===== src/rtl/four_bits_pkg.sv =====
// ---------------------------------------------------------------------------
// four_bits_pkg
//   Shared constants and types for the four_bits core and its program loader.
//   Contents:
//     WORD_W, DEPTH, PC_W  - instruction width, program depth, PC width
//     CNT_W                - word counter width (one bit wider than PC_W so
//                            that DEPTH itself is representable)
//     FRAME_W, BIT_CNT_W   - serial frame length (data + parity) and the
//                            width of its bit counter
//     PAR_ODD              - parity mode constant
//     state_t              - loader FSM state encoding
//     parity_ok()          - frame parity check
// ---------------------------------------------------------------------------
package four_bits_pkg;

  localparam int WORD_W    = 5;
  localparam int DEPTH     = 16;
  localparam int PC_W      = 4;
  localparam int CNT_W     = PC_W + 1;
  localparam int FRAME_W   = WORD_W + 1;
  localparam int BIT_CNT_W = 3;

  localparam logic PAR_ODD = 1'b1;

  typedef enum logic [2:0] {
    IDLE  = 3'd0,
    SHIFT = 3'd1,
    CHECK = 3'd2,
    WRITE = 3'd3,
    DONE  = 3'd4
  } state_t;

  // A frame is good when the XOR over data and parity bits equals PAR_ODD.
  function automatic logic parity_ok(input logic [FRAME_W-1:0] frame);
    return (^frame) == PAR_ODD;
  endfunction

endpackage


===== src/rtl/sync_edge_det.sv =====
// ---------------------------------------------------------------------------
// sync_edge_det
//   Multi-flop synchronizer for one edge-detected input plus a bundle of
//   level inputs, all delayed by the same number of stages so they stay
//   aligned with each other in the clk domain.
//   Ports:
//     clk        in   system clock
//     clear      in   synchronous active-high reset
//     edge_in    in   asynchronous input whose rising edges are detected
//     level_in   in   asynchronous level inputs (LEVEL_W bits)
//     level_sync out  synchronized level inputs
//     rise       out  one-clk pulse per rising edge of edge_in
//   SYNC_STAGES must be at least 2.
// ---------------------------------------------------------------------------
module sync_edge_det #(
  parameter int                 SYNC_STAGES = 2,
  parameter int                 LEVEL_W     = 1,
  parameter logic [LEVEL_W-1:0] LEVEL_IDLE  = '0
) (
  input  logic               clk,
  input  logic               clear,
  input  logic               edge_in,
  input  logic [LEVEL_W-1:0] level_in,
  output logic [LEVEL_W-1:0] level_sync,
  output logic               rise
);

  logic [LEVEL_W-1:0] level_q [SYNC_STAGES];
  logic               edge_q  [SYNC_STAGES];
  logic               edge_prev_q;

  // NOTE: state is updated with non-blocking assignments so every stage
  // samples the value its predecessor held before this clock edge; blocking
  // assignments would collapse the chain into a single flop.
  // NOTE: the synchronizer chain is reset to the idle link levels, so
  // releasing clear can never fabricate a ser_clk edge or a frame start.
  always_ff @(posedge clk) begin
    if (clear) begin
      for (int i = 0; i < SYNC_STAGES; i++) begin
        level_q[i] <= LEVEL_IDLE;
        edge_q[i]  <= 1'b0;
      end
      edge_prev_q <= 1'b0;
    end else begin
      level_q[0] <= level_in;
      edge_q[0]  <= edge_in;
      for (int i = 1; i < SYNC_STAGES; i++) begin
        level_q[i] <= level_q[i-1];
        edge_q[i]  <= edge_q[i-1];
      end
      edge_prev_q <= edge_q[SYNC_STAGES-1];
    end
  end

  assign level_sync = level_q[SYNC_STAGES-1];
  assign rise       = edge_q[SYNC_STAGES-1] & ~edge_prev_q;

endmodule


===== src/rtl/serial_prog_loader.sv =====
// ---------------------------------------------------------------------------
// serial_prog_loader
//   Receives 6-bit frames (5 data bits MSB first, then an odd parity bit)
//   over a 3-wire serial link and hands each good word to prog_input with a
//   one-cycle write strobe, until DEPTH words have been loaded.
//   Ports:
//     clk        in   system clock
//     clear      in   synchronous active-high reset
//     ser_clk    in   serial clock (async), data sampled on its rising edge
//     ser_data   in   serial data, MSB first
//     ser_cs_n   in   frame select, active-low
//     instruc    out  accepted word, stable from one cycle before enable
//     enable     out  one-clk write strobe per accepted word
//     word_count out  words accepted since clear (0..DEPTH, CNT_W bits)
//     load_done  out  sticky, DEPTH words accepted
//     frame_err  out  sticky, parity error, aborted word or edge overrun
//     busy       out  a word is being shifted, checked or written
// ---------------------------------------------------------------------------
module serial_prog_loader
  import four_bits_pkg::*;
#(
  parameter int SYNC_STAGES = 2
) (
  input  logic              clk,
  input  logic              clear,
  input  logic              ser_clk,
  input  logic              ser_data,
  input  logic              ser_cs_n,
  output logic [WORD_W-1:0] instruc,
  output logic              enable,
  output logic [CNT_W-1:0]  word_count,
  output logic              load_done,
  output logic              frame_err,
  output logic              busy
);

  logic                 cs_n_s, data_s, ser_rise;

  state_t               state_q,     state_d;
  logic [FRAME_W-1:0]   shift_q,     shift_d;
  logic [BIT_CNT_W-1:0] bit_cnt_q,   bit_cnt_d;
  logic [WORD_W-1:0]    instruc_q,   instruc_d;
  logic [CNT_W-1:0]     count_q,     count_d;
  logic                 done_q,      done_d;
  logic                 err_q,       err_d;
  logic                 pend_q,      pend_d;
  logic                 pend_data_q, pend_data_d;
  logic                 enable_q;
  logic                 bit_in;

  sync_edge_det #(
    .SYNC_STAGES (SYNC_STAGES),
    .LEVEL_W     (2),
    .LEVEL_IDLE  (2'b10)
  ) u_sync (
    .clk        (clk),
    .clear      (clear),
    .edge_in    (ser_clk),
    .level_in   ({ser_cs_n, ser_data}),
    .level_sync ({cs_n_s, data_s}),
    .rise       (ser_rise)
  );

  // NOTE: every variable gets its hold value first, so paths that do not
  // mention a signal keep it unchanged instead of inferring a latch.
  always_comb begin
    state_d     = state_q;
    shift_d     = shift_q;
    bit_cnt_d   = bit_cnt_q;
    instruc_d   = instruc_q;
    count_d     = count_q;
    done_d      = done_q;
    err_d       = err_q;
    pend_d      = pend_q;
    pend_data_d = pend_data_q;
    bit_in      = data_s;

    // Edges arriving while no bit can be shifted are parked for SHIFT.
    if (ser_rise && (state_q == CHECK || state_q == WRITE ||
                     (state_q == IDLE && !cs_n_s))) begin
      if (pend_q) begin
        err_d = 1'b1;
      end else begin
        pend_d      = 1'b1;
        pend_data_d = data_s;
      end
    end

    unique case (state_q)
      IDLE: begin
        if (!cs_n_s) begin
          state_d   = SHIFT;
          bit_cnt_d = '0;
        end else begin
          pend_d = 1'b0;
        end
      end

      SHIFT: begin
        if (cs_n_s) begin
          if (bit_cnt_q != '0) err_d = 1'b1;
          state_d   = IDLE;
          bit_cnt_d = '0;
          pend_d    = 1'b0;
        end else if (pend_q || ser_rise) begin
          // A parked edge is older than a fresh one; both at once is overrun.
          bit_in  = pend_q ? pend_data_q : data_s;
          if (pend_q && ser_rise) err_d = 1'b1;
          pend_d  = 1'b0;
          shift_d = {shift_q[FRAME_W-2:0], bit_in};
          if (bit_cnt_q == BIT_CNT_W'(FRAME_W - 1)) begin
            bit_cnt_d = '0;
            state_d   = CHECK;
          end else begin
            bit_cnt_d = bit_cnt_q + BIT_CNT_W'(1);
          end
        end
      end

      CHECK: begin
        if (parity_ok(shift_q)) begin
          instruc_d = shift_q[FRAME_W-1:1];
          state_d   = WRITE;
        end else begin
          err_d = 1'b1;
          if (cs_n_s) begin
            state_d = IDLE;
            pend_d  = 1'b0;
          end else begin
            state_d = SHIFT;
          end
        end
      end

      WRITE: begin
        count_d = count_q + CNT_W'(1);
        if (count_q == CNT_W'(DEPTH - 1)) begin
          done_d  = 1'b1;
          state_d = DONE;
          pend_d  = 1'b0;
        end else begin
          state_d = SHIFT;
        end
      end

      DONE: begin
        pend_d = 1'b0;
      end

      default: state_d = IDLE;
    endcase
  end

  // enable is registered from WRITE so instruc (loaded on entry to WRITE)
  // leads it by one cycle, and count/done/enable all change together.
  always_ff @(posedge clk) begin
    if (clear) begin
      state_q     <= IDLE;
      shift_q     <= '0;
      bit_cnt_q   <= '0;
      instruc_q   <= '0;
      count_q     <= '0;
      done_q      <= 1'b0;
      err_q       <= 1'b0;
      pend_q      <= 1'b0;
      pend_data_q <= 1'b0;
      enable_q    <= 1'b0;
    end else begin
      state_q     <= state_d;
      shift_q     <= shift_d;
      bit_cnt_q   <= bit_cnt_d;
      instruc_q   <= instruc_d;
      count_q     <= count_d;
      done_q      <= done_d;
      err_q       <= err_d;
      pend_q      <= pend_d;
      pend_data_q <= pend_data_d;
      enable_q    <= (state_q == WRITE);
    end
  end

  assign instruc    = instruc_q;
  assign enable     = enable_q;
  assign word_count = count_q;
  assign load_done  = done_q;
  assign frame_err  = err_q;
  assign busy       = (state_q == SHIFT && bit_cnt_q != '0) ||
                      (state_q == CHECK) || (state_q == WRITE);

endmodule


===== config.mk =====
export PLATFORM = sky130hd
export DESIGN_NAME = serial_prog_loader
export DESIGN_NICKNAME = d
export VERILOG_FILES = /design/src/rtl/four_bits_pkg.sv /design/src/rtl/sync_edge_det.sv /design/src/rtl/serial_prog_loader.sv
export SDC_FILE = /design/constraint.sdc
export NUM_CORES = 1
export LEC_CHECK = 0
export ABC_AREA = 1
export CAP_MARGIN = 20
export CORE_ASPECT_RATIO = 0.75
export CORE_MARGIN = 2
export CORE_UTILIZATION = 53
export CTS_CLUSTER_SIZE = 30
export DETAILED_ROUTE_END_ITERATION = 6
export GPL_ROUTABILITY_DRIVEN = 0
export HOLD_SLACK_MARGIN = 0.05
export MAX_ROUTING_LAYER = met4
export PLACE_DENSITY = 0.83
export SYNTH_ARGS = -nofsm -noshare
export SYNTH_HDL_FRONTEND = slang
export SYNTH_SLANG_ARGS = --single-unit

===== constraint.sdc =====
create_clock -name clk -period 1.5 [get_ports clk]
set_input_delay 0.375 -clock clk [delete_from_list [all_inputs] [get_ports clk]]
set_output_delay 0.375 -clock clk [all_outputs]
set_load 0.005 [all_outputs]

==> results of run 1 <==
-- worst reg2reg max path: stages (launching register included) --
cell	delay, ns
dfxtp_2	0.35
buf_6	0.12
inv_2	0.05
buf_4	0.13
nand3_2	0.15
nor2_2	0.14
nand3_1	0.11
o21ai_1	0.18
a21oi_1	0.06
-- kinds of logic (layout without fill, tap and decap cells) --
kind of cell	after synthesis	count (layout)	synth area share
AO/OA/AOI/OAI	44	44	0.168
AND/OR/NAND/NOR	81	81	0.241
XOR/XNOR	2	2	0.0123
buffers and inverters	31	73	0.0841
flip-flops	34	34	0.477
adder cells (fa/ha/maj)	2	2	0.0175
-- stage by stage --
| step | std cells | area [um2] | total power (W) | setup slack [ns] |
|---|---|---|---|---|
| floorplan | 194 | 1430 | 0.00102 | 0.181 |
| global placement | 258 | 1730 | 0.00106 | -0.0535 |
| detailed placement | 258 | 1730 | 0.00107 | -0.138 |
| CTS | 269 | 1840 | 0.00167 | 0.00320 |
| global route | 272 | 1910 | 0.00175 | -0.0219 |
| finish | 272 | 1910 | 0.00169 | 0.0384 |
-- what timing repair did --
item	CTS	global route
resized for setup	32	21
buffers inserted	3	3
setup endpoints to repair	16	12
pin swaps	1	3
-- registers in the layout (all words and copies together), names as in the netlist, 2 cells and up --
register,flops
instruc,5
bit_cnt_q,3
u_sync.edge_q,2
shift_q,6
u_sync.level_q,4
word_count,5
state_q,3
-- final cells by class --
class                           instances  area share
Clock buffer                            8      0.0412
Inverter                               29      0.0582
Multi-Input combinational cell        129       0.356
Sequential cell                        34       0.366
Tap cell                               36      0.0235
Timing Repair Buffer                   36       0.156
-- worst paths after layout --
check | start | end | slack, ns | cells past startpoint
setup / recovery | bit_cnt_q[1]$_SDFFE_PP0P_ | busy | 0.04 | 3
hold / removal | u_sync.edge_q[0][0]$_SDFF_PP0_ | u_sync.edge_q[0][1]$_SDFF_PP0_ | 0.41 | 2
setup reg to reg | state_q[2]$_SDFFE_PP0P_ | word_count[3]$_SDFFE_PP0P_ | 0.12 | 8
hold reg to reg | u_sync.edge_q[0][0]$_SDFF_PP0_ | u_sync.edge_q[0][1]$_SDFF_PP0_ | 0.41 | 2
-- power breakdown --
group | leakage [nW] | internal [W] | switching, W
Combinational | 0.594 | 0.0000644 | 0.0000757
Sequential | 0.283 | 0.000917 | 0.00000705
Clock | 0.0446 | 0.000320 | 0.000306
-- layout by cell type, fill, tap and decap left out, types with 2 or more instances in the layout --
cell type,instances
ha_1,2
nor2_1,24
clkdlybuf4s50_1,4
buf_4,17
dlygate4sd2_1,13
o21ai_0,15
or2_2,2
nor2_2,2
clkbuf_4,5
o21ai_1,6
inv_1,23
nand3_1,8
dfxtp_1,19
clkbuf_8,3
a21oi_1,16
nand2_1,32
nor2_4,3
inv_2,5
dfxtp_2,15
nand2_2,5
-- routing by layer --
metal / global-route usage / vias up / share of wire
met5: - / - / 0
met2: 0.309 / 25 / 0.43
li1: - / 702 / -
met3: 0.0508 / 13 / 0.039
met1: 0.280 / 623 / 0.50
met4: 0.120 / 0 / 0.025
==> flow_metrics.env, run 1 <==
export IMPL_status="finished clean"
export IMPL_cts_tree="built"
export IMPL_power_leakage_nw=0.922
export IMPL_slew_headroom=0.836
export IMPL_tightest_slew_ns=0.246
export IMPL_ys_top_cells_by_count="dfxtp_1, nand2_1, nor2_1"
export IMPL_cap_violations=0
export IMPL_max_freq_ghz=0.684
export IMPL_postSynthCellCount=194
export IMPL_viasPerCell=5.01
export IMPL_p_per_area_nw_per_um2=884
export IMPL_synth_async_reset_ratio=0
export IMPL_drive_above_1_share=0.280
export IMPL_yosysWarningCount=0
export IMPL_synth_edf_count=0
export IMPL_startpoint_type="flip-flop"
export IMPL_htree_levels=2
export IMPL_fin_skew_ns=0.00842
export IMPL_grt_usage=0.216
export IMPL_clock_latency_ns=0.33
export IMPL_root_buffer="clkbuf_4"
export IMPL_critical_path_class="reg2out"
export IMPL_holdBufCountCts=0
export IMPL_worstPathRequired_ns=1.12
export IMPL_synth_largest_area_cell="dfxtp_1"
export IMPL_path_clk_slew_ns=0.11
export IMPL_crit_chain="nor3_4, o21ai_2, buf_2"
export IMPL_crit_family="flip-flops"
export IMPL_drc=0
export IMPL_grt_overflow_total=0
export IMPL_vdd_drop_max_mv=0.614
export IMPL_path_buf_inv=1
export IMPL_syn_to_final_growth_pct=34.0
export IMPL_synth_area_um2=1430
export IMPL_drtIter0Drc=31
export IMPL_io_pins=19
export IMPL_hold_path_class="reg2reg"
export IMPL_wl_mm=3.02
export IMPL_grt_pass1_wl_mm=5.13
export IMPL_rsz0062_at_grt="true"
export IMPL_core_um2=2580
export IMPL_cts_buffers=5
export IMPL_synth_nets=201
export IMPL_setup_viol=0
export IMPL_slowest_delay_ns=0.36
export IMPL_multi_input_area_um2=681
export IMPL_port_buffers=18
export IMPL_nNetsFinal=242
export IMPL_wire_per_inst_um=11.1
export IMPL_num_fill_cells=210
export IMPL_ys_seq_area_frac=0.477
export IMPL_synthFlopType="dfxtp_1"
export IMPL_crit_arrival_ns=1.09
export IMPL_min_period_ns=1.46
export IMPL_initial_core_util=0.553
export IMPL_period_share=0.974
export IMPL_end_kind="primary output"
export IMPL_die_area_um2=3130
export IMPL_syn_avg_cell_area_um2=7.36
export IMPL_antenna_found_initial=0
export IMPL_grt_pass1_vias=1230
export IMPL_diodes=0
export IMPL_vias=1363
export IMPL_clk_path_buf_depth=2
export IMPL_synth_cell_types=26
export IMPL_slowest_stage="dfxtp_2"
export IMPL_drv_slew=0
export IMPL_hold_violations=0
export IMPL_synth_top_cell_area_share=0.477
export IMPL_grt_max_degree=16
export IMPL_firstDrtPassIters=4
export IMPL_ys_ff_latch=34
export IMPL_dp_hpwl_mm=2.06
export IMPL_seqCellArea_um2=699
export IMPL_clkSinkCount=34
export IMPL_die_width_um=63.9
export IMPL_die_h_um=48.9
export IMPL_fin_setup_tns_ns=0
export IMPL_crit_fanout=3
export IMPL_final_util=0.741
export IMPL_rows=16
export IMPL_fin_hold_ws_ns=0.410
export IMPL_synthTopCellsByArea="dfxtp_1, nand2_1, nor2_1, inv_1, o21ai_0"
export IMPL_antenna_left=0
Note: power is estimated with default switching activity, not from simulation.
==> run 2, diff against run 1 <==
--- a/config.mk
+++ b/config.mk
@@ -16,6 +16,7 @@
 export HOLD_SLACK_MARGIN = 0.05
 export MAX_ROUTING_LAYER = met4
 export PLACE_DENSITY = 0.83
+export SETUP_SLACK_MARGIN = 0.15
 export SYNTH_ARGS = -nofsm -noshare
 export SYNTH_HDL_FRONTEND = slang
 export SYNTH_SLANG_ARGS = --single-unit
==> run 2 against run 1 <==
Net effect: via count grew 9.1%; critical endpoint unchanged; fmax shrank 1.1%; design area grew 12%; first-iteration DRC count grew 110%; combinational power grew 28%; critical path type unchanged; largest cell class is now multi-input combinational cells.
==> flow_metrics.env, run 2 (synthesis results as in run 1) <==
export IMPL_syn_to_final_growth_pct=49.4
export IMPL_drc=0
export IMPL_diodes=0
export IMPL_die_width_um=63.9
export IMPL_end_kind="primary output"
export IMPL_clkSinkCount=34
export IMPL_drive_above_1_share=0.456
export IMPL_r2r_cells=10
export IMPL_placed_cell_area_um2=1730
export IMPL_firstDrtPassIters=4
export IMPL_max_flop_register="shift_q"
export IMPL_crit_fanout=3
export IMPL_final_cell_mix="nand2_1, inv_1, nor2_1"
export IMPL_multi_input_area_um2=845
export IMPL_hold_path_endpoint="u_sync.edge_q[0][1]$_SDFF_PP0_"
export IMPL_max_freq_ghz=0.677
export IMPL_setup_slack_ns=0.0218
export IMPL_antenna_found_initial=0
export IMPL_hold_path_class="reg2reg"
export IMPL_wl_mm=4.27
export IMPL_status="finished clean"
export IMPL_clk_path_buf_depth=2
export IMPL_worstHoldPathCells=2
export IMPL_timing_rr_start="shift_q[1]$_SDFFE_PP0P_"
export IMPL_htree_levels=2
export IMPL_vdd_drop_max_mv=0.703
export IMPL_core_um2=2580
export IMPL_viasPerCell=5.41
export IMPL_setup_viol=0
export IMPL_grt_overflow_total=0
export IMPL_grt_max_degree=16
export IMPL_crit_arrival_ns=1.10
export IMPL_seqCellArea_um2=713
export IMPL_path_clk_slew_ns=0.11
export IMPL_port_buffers=18
export IMPL_die_h_um=48.9
export IMPL_drtIter0Drc=64
export IMPL_slowest_stage="dfxtp_2"
export IMPL_die_area_um2=3130
export IMPL_period_share=0.985
export IMPL_r2r_end="instruc[3]$_SDFFE_PP0P_"
export IMPL_fin_hold_ws_ns=0.414
export IMPL_worstPathRequired_ns=1.12
export IMPL_root_buffer="clkbuf_4"
export IMPL_cap_violations=0
export IMPL_wire_per_inst_um=15.5
export IMPL_io_pins=19
export IMPL_power_leakage_nw=0.990
export IMPL_slowest_delay_ns=0.36
export IMPL_placedCellCount=258
export IMPL_num_fill_cells=137
export IMPL_fin_area_um2=2130
export IMPL_critical_path_class="reg2out"
export IMPL_cts_buffers=5
export IMPL_p_total_w=0.00175
export IMPL_min_from="u_sync.edge_q[0][0]$_SDFF_PP0_"
export IMPL_drv_slew=0
export IMPL_initial_core_util=0.553
export IMPL_holdBufCountCts=0
export IMPL_grt_pass1_vias=1250
export IMPL_nNetsFinal=245
export IMPL_antenna_left=0
export IMPL_startpoint_type="flip-flop"
export IMPL_crit_chain="nor3_4, o21ai_2, buf_2"
export IMPL_layout_commonest_cell="nand2_1"
export IMPL_grt_usage=0.219
export IMPL_rows=16
export IMPL_grt_pass1_wl_mm=5.20
export IMPL_vias=1487
export IMPL_largest_reg_flops=6
export IMPL_min_period_ns=1.48
export IMPL_place_ws_ns=-0.138
export IMPL_dp_hpwl_mm=2.06
export IMPL_cts_tree="built"
export IMPL_tightest_slew_ns=0.377
export IMPL_fin_cells=275
export IMPL_hold_violations=0
export IMPL_fin_skew_ns=0.0191
export IMPL_clock_latency_ns=0.35
export IMPL_p_per_area_nw_per_um2=820
export IMPL_slew_headroom=0.746
export IMPL_rsz0062_at_grt="true"
export IMPL_reg2reg_slack_ns=0.06
run 2: changes by cell type in the layout (fill, tap and decap cells not counted), sizes merged:
cell,before,now
dlygate4sd2,13,10
clkinvlp,0,1
clkdlybuf4s15,0,1
buf,19,23
run 2: worst max path at each step:
stage / cells past startpoint / slack (ns) / from / to
CTS: 5 / 0.003 / state_q[2]$_SDFFE_PP0P_ / busy
detailed placement: 4 / -0.14 / state_q[2]$_SDFFE_PP0P_ / busy
global placement: 4 / -0.05 / state_q[2]$_SDFFE_PP0P_ / busy
finish: 3 / 0.02 / bit_cnt_q[1]$_SDFFE_PP0P_ / busy
floorplan: 9 / 0.18 / word_count[0]$_SDFFE_PP0P_ / pend_q$_SDFF_PP0_
global route: 3 / -0.03 / bit_cnt_q[1]$_SDFFE_PP0P_ / busy
run 2: metal layers:
metal,GRT usage,up-vias,share of wire
li1,-,712,-
met1,0.279,702,0.44
met2,0.318,60,0.48
met3,0.0508,13,0.051
met4,0.127,0,0.026
met5,-,-,0
run 2: final cells by class:
cell class | instances | share of cell area
well taps | 36 | 0.0211
repair inverters | 1 | 0.00352
multi-input cells | 129 | 0.396
clock buffers | 8 | 0.0370
repair buffers | 38 | 0.149
flip-flops and latches | 34 | 0.334
inverters | 29 | 0.0592
run 2: per-stage QoR:
| stage | setup TNS [ns] | util |
|---|---|---|
| floorplan | 0 | - |
| global placement | -0.0535 | 0.672 |
| detailed placement | -0.138 | 0.672 |
| CTS | 0 | 0.722 |
| global route | -0.0454 | 0.826 |
| finish | 0 | 0.826 |
run 2: where the power goes:
group,total (W),switching [W],leakage [nW],internal (W)
registers,0.000921,0.00000843,0.287,0.000913
clock network,0.000649,0.000329,0.0446,0.000320
logic,0.000179,0.0000971,0.659,0.0000815
total,0.00175,0.000434,0.990,0.00131
run 2: what timing repair did:
action / 4_1_cts / 5_1_grt
gates resized for setup: 49 / 73
endpoints found under the hold margin: 0 / 0
setup buffers: 3 / 5
cloned: 0 / 1
pin swaps: 1 / 13
setup endpoints to repair: 29 / 25
run 2: critical path: cells and delay by family (launching register included):
family,cells,cell delay (ns)
DFF,1,0.36
and+or+nand+nor,1,0.21
buffers and inverters,1,0.12
AOI/OAI and AO/OA,1,0.07
==> variant (flow settings as in run 1) <==
The 5 states of `state_t` get a one-hot encoding in 5 bits.
--- a/src/rtl/four_bits_pkg.sv
+++ b/src/rtl/four_bits_pkg.sv
@@ -23,10 +23,10 @@
   localparam logic PAR_ODD = 1'b1;
 
-  typedef enum logic [2:0] {
-    IDLE  = 3'd0,
-    SHIFT = 3'd1,
-    CHECK = 3'd2,
-    WRITE = 3'd3,
-    DONE  = 3'd4
+  typedef enum logic [4:0] {
+    IDLE  = 5'b00001,
+    SHIFT = 5'b00010,
+    CHECK = 5'b00100,
+    WRITE = 5'b01000,
+    DONE  = 5'b10000
   } state_t;
 
Check against the original RTL: no difference found for any inputs over 10 cycles, from zero or initial values; not proved beyond that.
==> variant against run 1 <==
- the run now ends with negative setup slack left
- design area grew 14%
- count of clock-buffer cells in the layout fell by 3
- setup slack got worse by 0.070 ns
- routed wire length rose by 21%
- register-to-register slack worse by 0.12 ns
- worst hold slack lost 0.0029 ns
- area after synthesis up 13%
- sequential cell count rose by 2
- sequential share of layout area decreased by 2.4 points
- largest cell class is now multi-input gates
Power is not compared: it rests on default switching activity, and its combinational part moved more than twofold at a synthesized area within 25%.
==> variant: results (changes against run 1) <==
place:
  dp_slack_ns: -0.1698  # -0.03204 ns
  dp_hpwl_microns: 2465  # +20%
  placed_cells: 284  # +10%
global_routing:
  grt_util_all_layers_pct: 23.52  # +2.0 points
  grt_pass1_wl_microns: 5809  # +13%
  grtUsageMet1_pct: 29.82  # +1.8 points
  met2_usage_pct: 35.46  # +4.6 points
  antenna_found_initial: 0  # unchanged
  grt_pass1_vias: 1316  # +7.0%
  use_met3_pct: 8.225  # +3.1 points
status:
  violations: "negative setup slack"
  status: "complete, but fails checks"
timing:
  hold-worst-slack_ns: 0.4073  # -0.002903 ns
  layout_setup_ws_ns: -0.03181  # -0.07021 ns
  tightest_slew_ns: 0.3710  # +0.1252 ns
  finalSetupViolations: 1  # +1
  fin_setup_tns_ns: -0.03181  # -0.03181 ns
  skew_ns: 0.007963  # -0.0004594 ns
clock_tree:
  clk_latency_ns: 0.29  # -0.04 ns
  clkTransAtPathRegs_ns: 0.07  # -0.04 ns
  cts-root-buf: "clkbuf_8"
synthesis:
  yosys.area_share.adder_pct: 1.544  # -0.21 points
  yosysUniqueCellTypes: 32  # +23%
  yosysSeqAreaShare_pct: 44.48  # -3.2 points
  synth.area.top_cells: "dfxtp_1 44%, nand2_1 8.6%, inv_1 7.4%"
  synthMuxAreaShare_pct: 0.6178  # +0.62 points
  syn_area_per_cell_sq_um: 7.501  # +1.9%
  synth-compound-area-share_pct: 14.52  # -2.3 points
  netlist_top_cells_count: "37 x nand2_1, 36 x dfxtp_1, 32 x inv_1"
drt:
  drtIter0Drc: 91  # +190%
  wl_per_cell_microns: 12.39  # +12%
  wl_microns: 3666  # +21%
  wl_met3_microns: 261  # +120%
  met2_length_microns: 1650  # +26%
  met1_length_microns: 1711  # +13%
  avgViaCountPerCell: 5.034  # +0.45%
worst_setup_path:
  reg2reg_depth: 11  # +3
  crit_path_start: "state_q[0]"
  r2r_setup_slack_ns: 0  # -0.12 ns
  rr_endpoint: "state_q[0]"
  reg2reg_from: "state_q[1]"
  arrival_ns: 1.16  # +0.07 ns
finish:
  drive_gt1_share_pct: 31.78  # +3.8 points
  n_fill_cell: 222  # +5.7%
==> variant: cell types whose count changed after synthesis, moves of 5 or more <==
cell,run 1,this run
a21oi_1,17,11
a21oi_2,0,5
inv_1,26,32
o21ai_0,19,13
==> variant: worst min-delay path by stage <==
| stage | start | endpoint | cells after the start |
|---|---|---|---|
| final | u_sync.edge_q[0][0] | u_sync.edge_q[0][1] | 2 |
| after global routing | u_sync.edge_q[0][0] | u_sync.edge_q[0][1] | 2 |
| after CTS | u_sync.edge_q[0][0] | u_sync.edge_q[0][1] | 2 |
| after detailed placement | u_sync.level_q[0][1] | u_sync.level_q[0][3] | 1 |
| after global placement | u_sync.level_q[0][0] | u_sync.level_q[0][2] | 2 |
| after floorplan | u_sync.edge_q[0][0] | u_sync.edge_q[0][1] | 2 |
==> variant: worst max-delay path: stages (launching register included) <==
cell and delay [ns]:
dfxtp_2 0.34, nor2_4 0.15, nand3_2 0.10, nand2_1 0.07, o21bai_1 0.09, buf_2 0.12
==> variant: metrics by stage <==
stage                     utilization [%]  instance area, sq um
after floorplan                         -                  1620
after global placement              66.41                  1949
after detailed placement            66.41                  1949
after CTS                           70.03                  2056
after global routing                74.17                  2177
final                               74.17                  2177
==> variant: area by class of cell <==
class | count | area share, %
Multi-Input combinational cell | 142 | 38.33
Sequential cell | 36 | 34.14
Timing Repair Buffer | 38 | 15.29
Inverter | 35 | 6.322
Clock buffer | 5 | 3.161
Tap cell | 38 | 2.184
Clock inverter | 2 | 0.5747
==> variant: repair_timing <==
action                     CTS  global route
pin swaps                    3            10
setup endpoints to repair    8            21
buffers inserted             2             3
resized for setup           22            36
==> variant: power by group <==
group / internal (uW) / total [uW] / switching [uW] / leakage, uW
logic: 267 / 633 / 366 / 0.000720
clock network: 314 / 646 / 333 / 0.0000400
registers: 1000 / 1040 / 42.5 / 0.000298
